## src/rtl/wavegen_pkg.sv

```systemverilog
// ---------------------------------------------------------------------------
// wavegen_pkg
//  Shared constants, types and helpers for the waveform sample loader.
//  LOAD_OPCODE  : header opcode that opens a write frame
//  WORD_W       : SPI word width (MSB first)
//  DATA_W       : sample width written into the sample RAM
//  BANK_W/OFS_W : bank select / offset-within-bank widths
//  loader_state_t : loader FSM states
// ---------------------------------------------------------------------------
`timescale 1ns/1ps
package wavegen_pkg;

   localparam int WORD_W      = 16;
   localparam int DATA_W      = 10;
   localparam int BANK_W      = 2;
   localparam int OFS_W       = 9;
   localparam int ADDR_W      = BANK_W + OFS_W;
   localparam int SYNC_STAGES = 2;

   localparam logic [3:0] LOAD_OPCODE = 4'hA;

   // Saturation ceiling of the per-frame write counter (one full bank).
   localparam logic [OFS_W:0] WORDS_MAX = {1'b1, {OFS_W{1'b0}}};

   typedef enum logic [1:0] {
      IDLE   = 2'd0,
      HEADER = 2'd1,
      DATA   = 2'd2,
      ERROR  = 2'd3
   } loader_state_t;

   // Increment that sticks at WORDS_MAX.
   function automatic logic [OFS_W:0] sat_inc(input logic [OFS_W:0] v);
      logic [OFS_W:0] r;
      if (v == WORDS_MAX) begin
         r = v;
      end else begin
         r = v + 1'b1;
      end
      return r;
   endfunction

endpackage

```

## src/rtl/wave_loader_sync_edge.sv

```systemverilog
// ---------------------------------------------------------------------------
// spi_sync_edge
//  Brings one asynchronous SPI pin into the clk domain through STAGES flops
//  and produces single-cycle rise/fall pulses from the synchronized level.
//  Ports:
//   clk, rst_n : system clock, async active-low reset
//   din_i      : asynchronous input pin
//   level_o    : synchronized level
//   rise_o     : one-clk pulse on a synchronized 0->1 transition
//   fall_o     : one-clk pulse on a synchronized 1->0 transition
//  All flops reset to 0. For cs_n this matters: if cs_n is already low when
//  reset releases, no fall is seen, so a frame interrupted by reset stays
//  ignored until cs_n goes high and low again.
// ---------------------------------------------------------------------------
`timescale 1ns/1ps
module spi_sync_edge #(
   parameter int STAGES = 2
) (
   input  logic clk,
   input  logic rst_n,
   input  logic din_i,
   output logic level_o,
   output logic rise_o,
   output logic fall_o
);

   logic [STAGES-1:0] sync_q;
   logic              prev_q;

   always_ff @(posedge clk or negedge rst_n) begin
      if (!rst_n) begin
         sync_q <= '0;
         prev_q <= 1'b0;
      end else begin
         sync_q <= {sync_q[STAGES-2:0], din_i};
         prev_q <= sync_q[STAGES-1];
      end
   end

   assign level_o = sync_q[STAGES-1];
   assign rise_o  = sync_q[STAGES-1] & ~prev_q;
   assign fall_o  = ~sync_q[STAGES-1] & prev_q;

endmodule

```

## src/rtl/wave_loader.sv

```systemverilog
// ---------------------------------------------------------------------------
// wave_loader
//  SPI-slave (mode 0) writer for the 2048 x 10 waveform sample RAM.
//  A frame is one header word (opcode 4'hA, bank, start offset) followed by
//  data words; each data word produces one write strobe to the RAM.
//  Ports:
//   clk, rst_n    : system clock, async active-low reset
//   sclk, cs_n,
//   mosi          : asynchronous SPI slave inputs
//   miso          : echo of the previous completed word (0 unless echo built)
//   wr_en         : one-clk RAM write strobe
//   wr_addr       : {bank, offset} write address
//   wr_data       : sample written
//   busy          : frame in progress (HEADER or DATA)
//   frame_err     : sticky bad-header flag, cleared on the next cs_n fall
//   words_written : samples written in the current/last frame, saturating
//  Build option: define WAVE_LOADER_ECHO_EN to shift the previous completed
//  word back out on miso; otherwise miso is tied low.
// ---------------------------------------------------------------------------
`timescale 1ns/1ps
module wave_loader
   import wavegen_pkg::*;
(
   input  logic              clk,
   input  logic              rst_n,
   input  logic              sclk,
   input  logic              cs_n,
   input  logic              mosi,
   output logic              miso,
   output logic              wr_en,
   output logic [ADDR_W-1:0] wr_addr,
   output logic [DATA_W-1:0] wr_data,
   output logic              busy,
   output logic              frame_err,
   output logic [OFS_W:0]    words_written
);

   // ---------------- input synchronizers ----------------
   logic sclk_lvl, sclk_rise, sclk_fall;
   logic cs_lvl, cs_rise, cs_fall;
   logic mosi_lvl, mosi_rise, mosi_fall;

   spi_sync_edge #(.STAGES(SYNC_STAGES)) u_sync_sclk (
      .clk(clk), .rst_n(rst_n), .din_i(sclk),
      .level_o(sclk_lvl), .rise_o(sclk_rise), .fall_o(sclk_fall)
   );

   spi_sync_edge #(.STAGES(SYNC_STAGES)) u_sync_cs (
      .clk(clk), .rst_n(rst_n), .din_i(cs_n),
      .level_o(cs_lvl), .rise_o(cs_rise), .fall_o(cs_fall)
   );

   spi_sync_edge #(.STAGES(SYNC_STAGES)) u_sync_mosi (
      .clk(clk), .rst_n(rst_n), .din_i(mosi),
      .level_o(mosi_lvl), .rise_o(mosi_rise), .fall_o(mosi_fall)
   );

   // Only the levels/edges listed below drive logic; the rest are by-products
   // of reusing one synchronizer cell for all three pins.
`ifdef WAVE_LOADER_ECHO_EN
   logic unused_sync;
   assign unused_sync = ^{sclk_lvl, cs_lvl, mosi_rise, mosi_fall};
`else
   logic unused_sync;
   assign unused_sync = ^{sclk_lvl, sclk_fall, cs_lvl, mosi_rise, mosi_fall};
`endif

   // ---------------- state ----------------
   loader_state_t     state_q, state_d;
   logic [3:0]        bit_cnt_q, bit_cnt_d;
   logic [WORD_W-2:0] shift_q, shift_d;      // MSB of a word is never needed after completion
   logic [BANK_W-1:0] bank_q, bank_d;
   logic [OFS_W-1:0]  ofs_q, ofs_d;
   logic              wr_en_q, wr_en_d;
   logic [ADDR_W-1:0] wr_addr_q, wr_addr_d;
   logic [DATA_W-1:0] wr_data_q, wr_data_d;
   logic              busy_q, busy_d;
   logic              frame_err_q, frame_err_d;
   logic [OFS_W:0]    words_q, words_d;

   logic              in_frame;
   logic              word_done;
   logic [WORD_W-1:0] word_w;

   assign in_frame  = (state_q != IDLE);
   assign word_done = in_frame && sclk_rise && (bit_cnt_q == 4'd15);
   // Completed word including the bit sampled on this very edge.
   assign word_w    = {shift_q, mosi_lvl};

   always_ff @(posedge clk or negedge rst_n) begin
      if (!rst_n) begin
         state_q     <= IDLE;
         bit_cnt_q   <= 4'd0;
         shift_q     <= '0;
         bank_q      <= '0;
         ofs_q       <= '0;
         wr_en_q     <= 1'b0;
         wr_addr_q   <= '0;
         wr_data_q   <= '0;
         busy_q      <= 1'b0;
         frame_err_q <= 1'b0;
         words_q     <= '0;
      end else begin
         state_q     <= state_d;
         bit_cnt_q   <= bit_cnt_d;
         shift_q     <= shift_d;
         bank_q      <= bank_d;
         ofs_q       <= ofs_d;
         wr_en_q     <= wr_en_d;
         wr_addr_q   <= wr_addr_d;
         wr_data_q   <= wr_data_d;
         busy_q      <= busy_d;
         frame_err_q <= frame_err_d;
         words_q     <= words_d;
      end
   end

   always_comb begin
      state_d     = state_q;
      bit_cnt_d   = bit_cnt_q;
      shift_d     = shift_q;
      bank_d      = bank_q;
      ofs_d       = ofs_q;
      wr_en_d     = 1'b0;
      wr_addr_d   = wr_addr_q;
      wr_data_d   = wr_data_q;
      busy_d      = busy_q;
      frame_err_d = frame_err_q;
      words_d     = words_q;

      // Bit collection runs in every active state; the counter wraps 15 -> 0
      // exactly when a word completes.
      if (in_frame && sclk_rise) begin
         shift_d   = word_w[WORD_W-2:0];
         bit_cnt_d = bit_cnt_q + 4'd1;
      end

      if (word_done) begin
         case (state_q)
            HEADER: begin
               if (word_w[15:12] == LOAD_OPCODE) begin
                  state_d = DATA;
                  bank_d  = word_w[11:10];
                  ofs_d   = word_w[OFS_W-1:0];
               end else begin
                  state_d     = ERROR;
                  frame_err_d = 1'b1;
                  busy_d      = 1'b0;
               end
            end
            DATA: begin
               wr_en_d   = 1'b1;
               wr_addr_d = {bank_q, ofs_q};
               wr_data_d = word_w[DATA_W-1:0];
               ofs_d     = ofs_q + 1'b1;   // natural wrap keeps the write inside the bank
               words_d   = sat_inc(words_q);
            end
            default: ;
         endcase
      end

      // cs_n deassertion overrides the state change above but leaves a write
      // issued on the same clk intact.
      if (cs_rise) begin
         state_d   = IDLE;
         bit_cnt_d = 4'd0;
         busy_d    = 1'b0;
      end else if (cs_fall && !in_frame) begin
         state_d     = HEADER;
         bit_cnt_d   = 4'd0;
         shift_d     = '0;
         frame_err_d = 1'b0;
         words_d     = '0;
         busy_d      = 1'b1;
      end
   end

   assign wr_en         = wr_en_q;
   assign wr_addr       = wr_addr_q;
   assign wr_data       = wr_data_q;
   assign busy          = busy_q;
   assign frame_err     = frame_err_q;
   assign words_written = words_q;

   // ---------------- optional miso echo ----------------
`ifdef WAVE_LOADER_ECHO_EN
   logic [WORD_W-1:0] echo_q, echo_d;
   logic              miso_q, miso_d;

   always_ff @(posedge clk or negedge rst_n) begin
      if (!rst_n) begin
         echo_q <= '0;
         miso_q <= 1'b0;
      end else begin
         echo_q <= echo_d;
         miso_q <= miso_d;
      end
   end

   // bit_cnt_q counts bits already received in the current word, so on the
   // fall that follows the k-th rise the master expects echo bit 15-k next.
   always_comb begin
      echo_d = echo_q;
      miso_d = miso_q;
      if (cs_fall) begin
         echo_d = '0;
         miso_d = 1'b0;
      end else begin
         if (word_done) begin
            echo_d = word_w;
         end
         if (in_frame && sclk_fall) begin
            miso_d = echo_q[4'd15 - bit_cnt_q];
         end
      end
   end

   assign miso = miso_q;
`else
   assign miso = 1'b0;
`endif

endmodule

```

## config.mk

```make
export PLATFORM = sky130hd
export DESIGN_NAME = wave_loader
export DESIGN_NICKNAME = d
export VERILOG_FILES = /design/src/rtl/wavegen_pkg.sv /design/src/rtl/wave_loader_sync_edge.sv /design/src/rtl/wave_loader.sv
export SDC_FILE = /design/constraint.sdc
export NUM_CORES = 1
export LEC_CHECK = 0
export BUFFER_PORTS_ARGS = -buffer_cell sky130_fd_sc_hd__buf_2
export CELL_PAD_IN_SITES_DETAIL_PLACEMENT = 0
export CELL_PAD_IN_SITES_GLOBAL_PLACEMENT = 1
export CORE_ASPECT_RATIO = 1.75
export CORE_MARGIN = 3
export CORE_UTILIZATION = 25
export DETAILED_ROUTE_END_ITERATION = 8
export GPL_TIMING_DRIVEN = 0
export PLACE_DENSITY = 0.6
export SYNTH_ARGS = -nofsm -noshare
export SYNTH_HDL_FRONTEND = slang
export SYNTH_SLANG_ARGS = --single-unit
```

## constraint.sdc

```tcl
create_clock -name clk -period 2.2 [get_ports clk]
set_input_delay 0.22 -clock clk [delete_from_list [all_inputs] [get_ports clk]]
set_output_delay 0.22 -clock clk [all_outputs]
set_load 0.005 [all_outputs]
```

==> results.py <==
metrics = {
    "outcome": {
        "status": "completed",
    },
    "min_path": {
        "hold_class": "in -> async",
    },
    "run": {
        "maxCapViolations": 0,
    },
    "cells_and_area": {
        "nNetsFinal": 400,
        "drive_gt1_frac": 0.188,
        "final_util": 0.316,
        "multiInputGateArea_sq_um": 1280,
        "ff_latch_area_sq_um": 1850,
        "syn2layout_area_growth_pct": 22.4,
        "fill_cells": 1380,
        "final_cell_mix": "105 x nand2_1, 74 x dfrtp_1, 48 x buf_2",
        "final_common_cell": "nand2_1",
        "diodes": 0,
    },
    "sta": {
        "post-route-period-util": 0.891,
        "maxSlewHeadroom": 0.587,
        "fin_skew_ns": 0.00562,
        "setup_viol": 0,
        "finalCriticalPeriod_ns": 1.96,
        "holdWs_ns": 0.286,
        "fin_setup_tns_ns": 0,
        "rsz0062_at_grt": "false",
        "setup_slack_ns": 0.239,
        "max_freq_mhz": 510,
        "worst_slew_pin_slew_ns": 0.611,
        "drv_slew": 0,
        "hold_viol": 0,
    },
    "clock_network": {
        "ctsLongestPathBuffers": 2,
        "cts.clk_slew.worst_paths_ns": 0.05,
        "clkLatencyLatePin_ns": 0.33,
        "cts_buffers": 9,
        "cts_tree": "built",
        "cts.sinks": 74,
        "h-tree-depth": 3,
        "cts_root_buffer": "clkbuf_16",
        "cts_resized": 0,
    },
    "synth": {
        "post_synth_num_cell_types": 51,
        "syn_avg_cell_area_sq_um": 9.62,
        "synthFlopType": "dfrtp_1",
        "synthesis.area_sq_um": 3240,
        "yosys_warnings": 0,
        "synth_area_leaders": "dfrtp_1 57%, nand2_1 12%, a21oi_1 4.3%",
        "syn_nets": 346,
        "yosysTopAreaCell": "dfrtp_1",
        "synthCells": 337,
        "async_reset_ff_frac": 1.00,
        "synth.yosys.seq_area_share": 0.571,
        "ys_ff_latch": 74,
        "synth_top_cell_area_share": 0.571,
        "synth_edf_count": 0,
    },
    "route": {
        "drt_iter0_markers": 134,
        "drt_first_pass_iters": 4,
        "final_antenna_net_count": 0,
        "vias": 2539,
        "routed_wl_mm": 8.00,
        "post_drt_wl_per_cell_um": 14.2,
        "drc": 0,
        "via_per_inst": 4.52,
    },
    "floorplanning": {
        "ios": 40,
        "die_x_um": 92.1,
        "start_util": 0.258,
        "coreArea_sq_um": 12600,
        "die_h_um": 157,
        "row_count": 54,
        "die-area_sq_um": 14400,
    },
    "power_and_ir_drop": {
        "p_per_area_nw_per_um2": 719,
        "p_leak_nw": 1.89,
        "ir_worst_vdd_mv": 0.451,
        "total_power_mw": 2.85,
    },
    "place": {
        "gp_congestion": 0.803,
        "dp_hpwl_mm": 5.77,
        "portBuffers": 38,
        "pre_cts_ws_ns": 0.189,
    },
    "global_routing": {
        "gr-total-overflow": 0,
        "track_usage": 0.121,
        "antenna_found_initial": 0,
        "grt_max_degree": 62,
        "grt_pass1_wl_mm": 13.5,
        "first_global_vias": 2611,
    },
    "worst_setup_path": {
        "critPathMaxStageDelay_ns": 0.40,
        "cp_top_family": "simple AND/OR/NAND/NOR gates",
        "crit_top_cell": "nand2_1",
        "cp_data_required_time_ns": 2.47,
        "critPathBufInv": 2,
        "critical_path_class": "reg -> reg",
        "crit_path_top_delay_cell": "dfrtp_1",
        "arrival_ns": 2.23,
        "setup.worst_path.start_class": "flip-flop",
        "crit_fanout": 10,
        "endpoint_kind": "flip-flop",
        "crit_chain": "ha_1 > nand3_1 > or2_4 > buf_2 > buf_1 > nand2_1 > nand2_1",
    },
}
[final timing paths]
check / start / endpoint / slack (ns) / cells past startpoint
setup / recovery: bit_cnt_q[0]$_DFFE_PN0P_ / wr_addr[9]$_DFFE_PN0P_ / 0.24 / 7
hold / removal: rst_n / wr_data[3]$_DFFE_PN0P_ / 0.29 / 2
setup reg to reg: bit_cnt_q[0]$_DFFE_PN0P_ / wr_addr[9]$_DFFE_PN0P_ / 0.24 / 7
hold reg to reg: u_sync_mosi.sync_q[0]$_DFF_PN0_ / u_sync_mosi.sync_q[1]$_DFF_PN0_ / 0.35 / 0
max in group asynchronous: rst_n / shift_q[12]$_DFF_PN0_ / 1.35 / 3
min in group clk: u_sync_mosi.sync_q[0]$_DFF_PN0_ / u_sync_mosi.sync_q[1]$_DFF_PN0_ / 0.35 / 0
[metrics by stage]
step | cell area [sq um] | std cells
after floorplan | 3240 | 337
after global placement | 3640 | 543
after detailed placement | 3670 | 544
after CTS | 3970 | 562
after global routing | 3970 | 562
final | 3970 | 562
[worst reg2reg max path, delay by kind of cell (launching register included)]
| kind | cells | cell delay [ns] |
|---|---|---|
| adder cells (fa/ha/maj) | 1 | 0.23 |
| AND/OR/NAND/NOR | 4 | 0.63 |
| buffers and inverters | 2 | 0.63 |
| flip-flops | 1 | 0.40 |
[cells in the mapped netlist, drive strengths merged, types with 2 or more instances]
library cell	number
a21oi	28
a31o	2
a31oi	4
and3	3
buf	13
clkbuf	3
dfrtp	74
ha	4
inv	7
mux2	4
nand2	105
nand2b	5
nand3	14
nand4	3
nand4b	3
nand4bb	2
nor2	14
nor2b	3
nor3	4
nor4b	2
o21ai	8
o22ai	2
o2bb2ai	2
or2	2
or3	3
xnor2	5
[power by group]
group	internal (mW)	switching (mW)
sequential	1.39	0.0320
clock	0.783	0.511
combinational	0.0506	0.0847
[sequential cells by signal (all words and copies together), names as in the netlist]
signal and cells:
shift_q 15, wr_addr 11, words_written 10, wr_data 10, ofs_q 9, bit_cnt_q 4, bank_q 2, state_q 2
u_sync_cs.sync_q 2, u_sync_mosi.sync_q 2, u_sync_sclk.sync_q 2, busy 1, frame_err 1, u_sync_cs.prev_q 1, u_sync_sclk.prev_q 1, wr_en 1
[metal layers]
metal  wire, um  GRT usage  up-vias
li1           -          -     1252
met3        320     0.0342       11
met1       3330      0.138     1217
met2       4170      0.211       59
met4        176     0.0532        0
met5          0          0        -
[what timing repair did]
item / 4_1_cts / 5_1_grt
endpoints found under the setup margin: 0 / 0
hold buffers: 4 / 0
setup buffers: 0 / 0
hold endpoints to repair: 16 / 0
[layout make-up]
type,count,area share
tap,168,0.0530
clock buffer,14,0.0641
timing repair buffer,43,0.0656
inverter,7,0.00663
sequential,74,0.467
multi-input combinational,240,0.324
buffer,16,0.0196
[cell families after synthesis]
family                     Yosys count  synth area share
and+or+nand+nor                    170             0.249
AOI/OAI and AO/OA                   56             0.103
muxes                                4            0.0139
xor gates and xnor gates             5            0.0135
buffers and inverters               23            0.0320
adders and majority gates            4            0.0154
DFF                                 74             0.571
other                                1           0.00116
(Power assumes the default switching activity.)
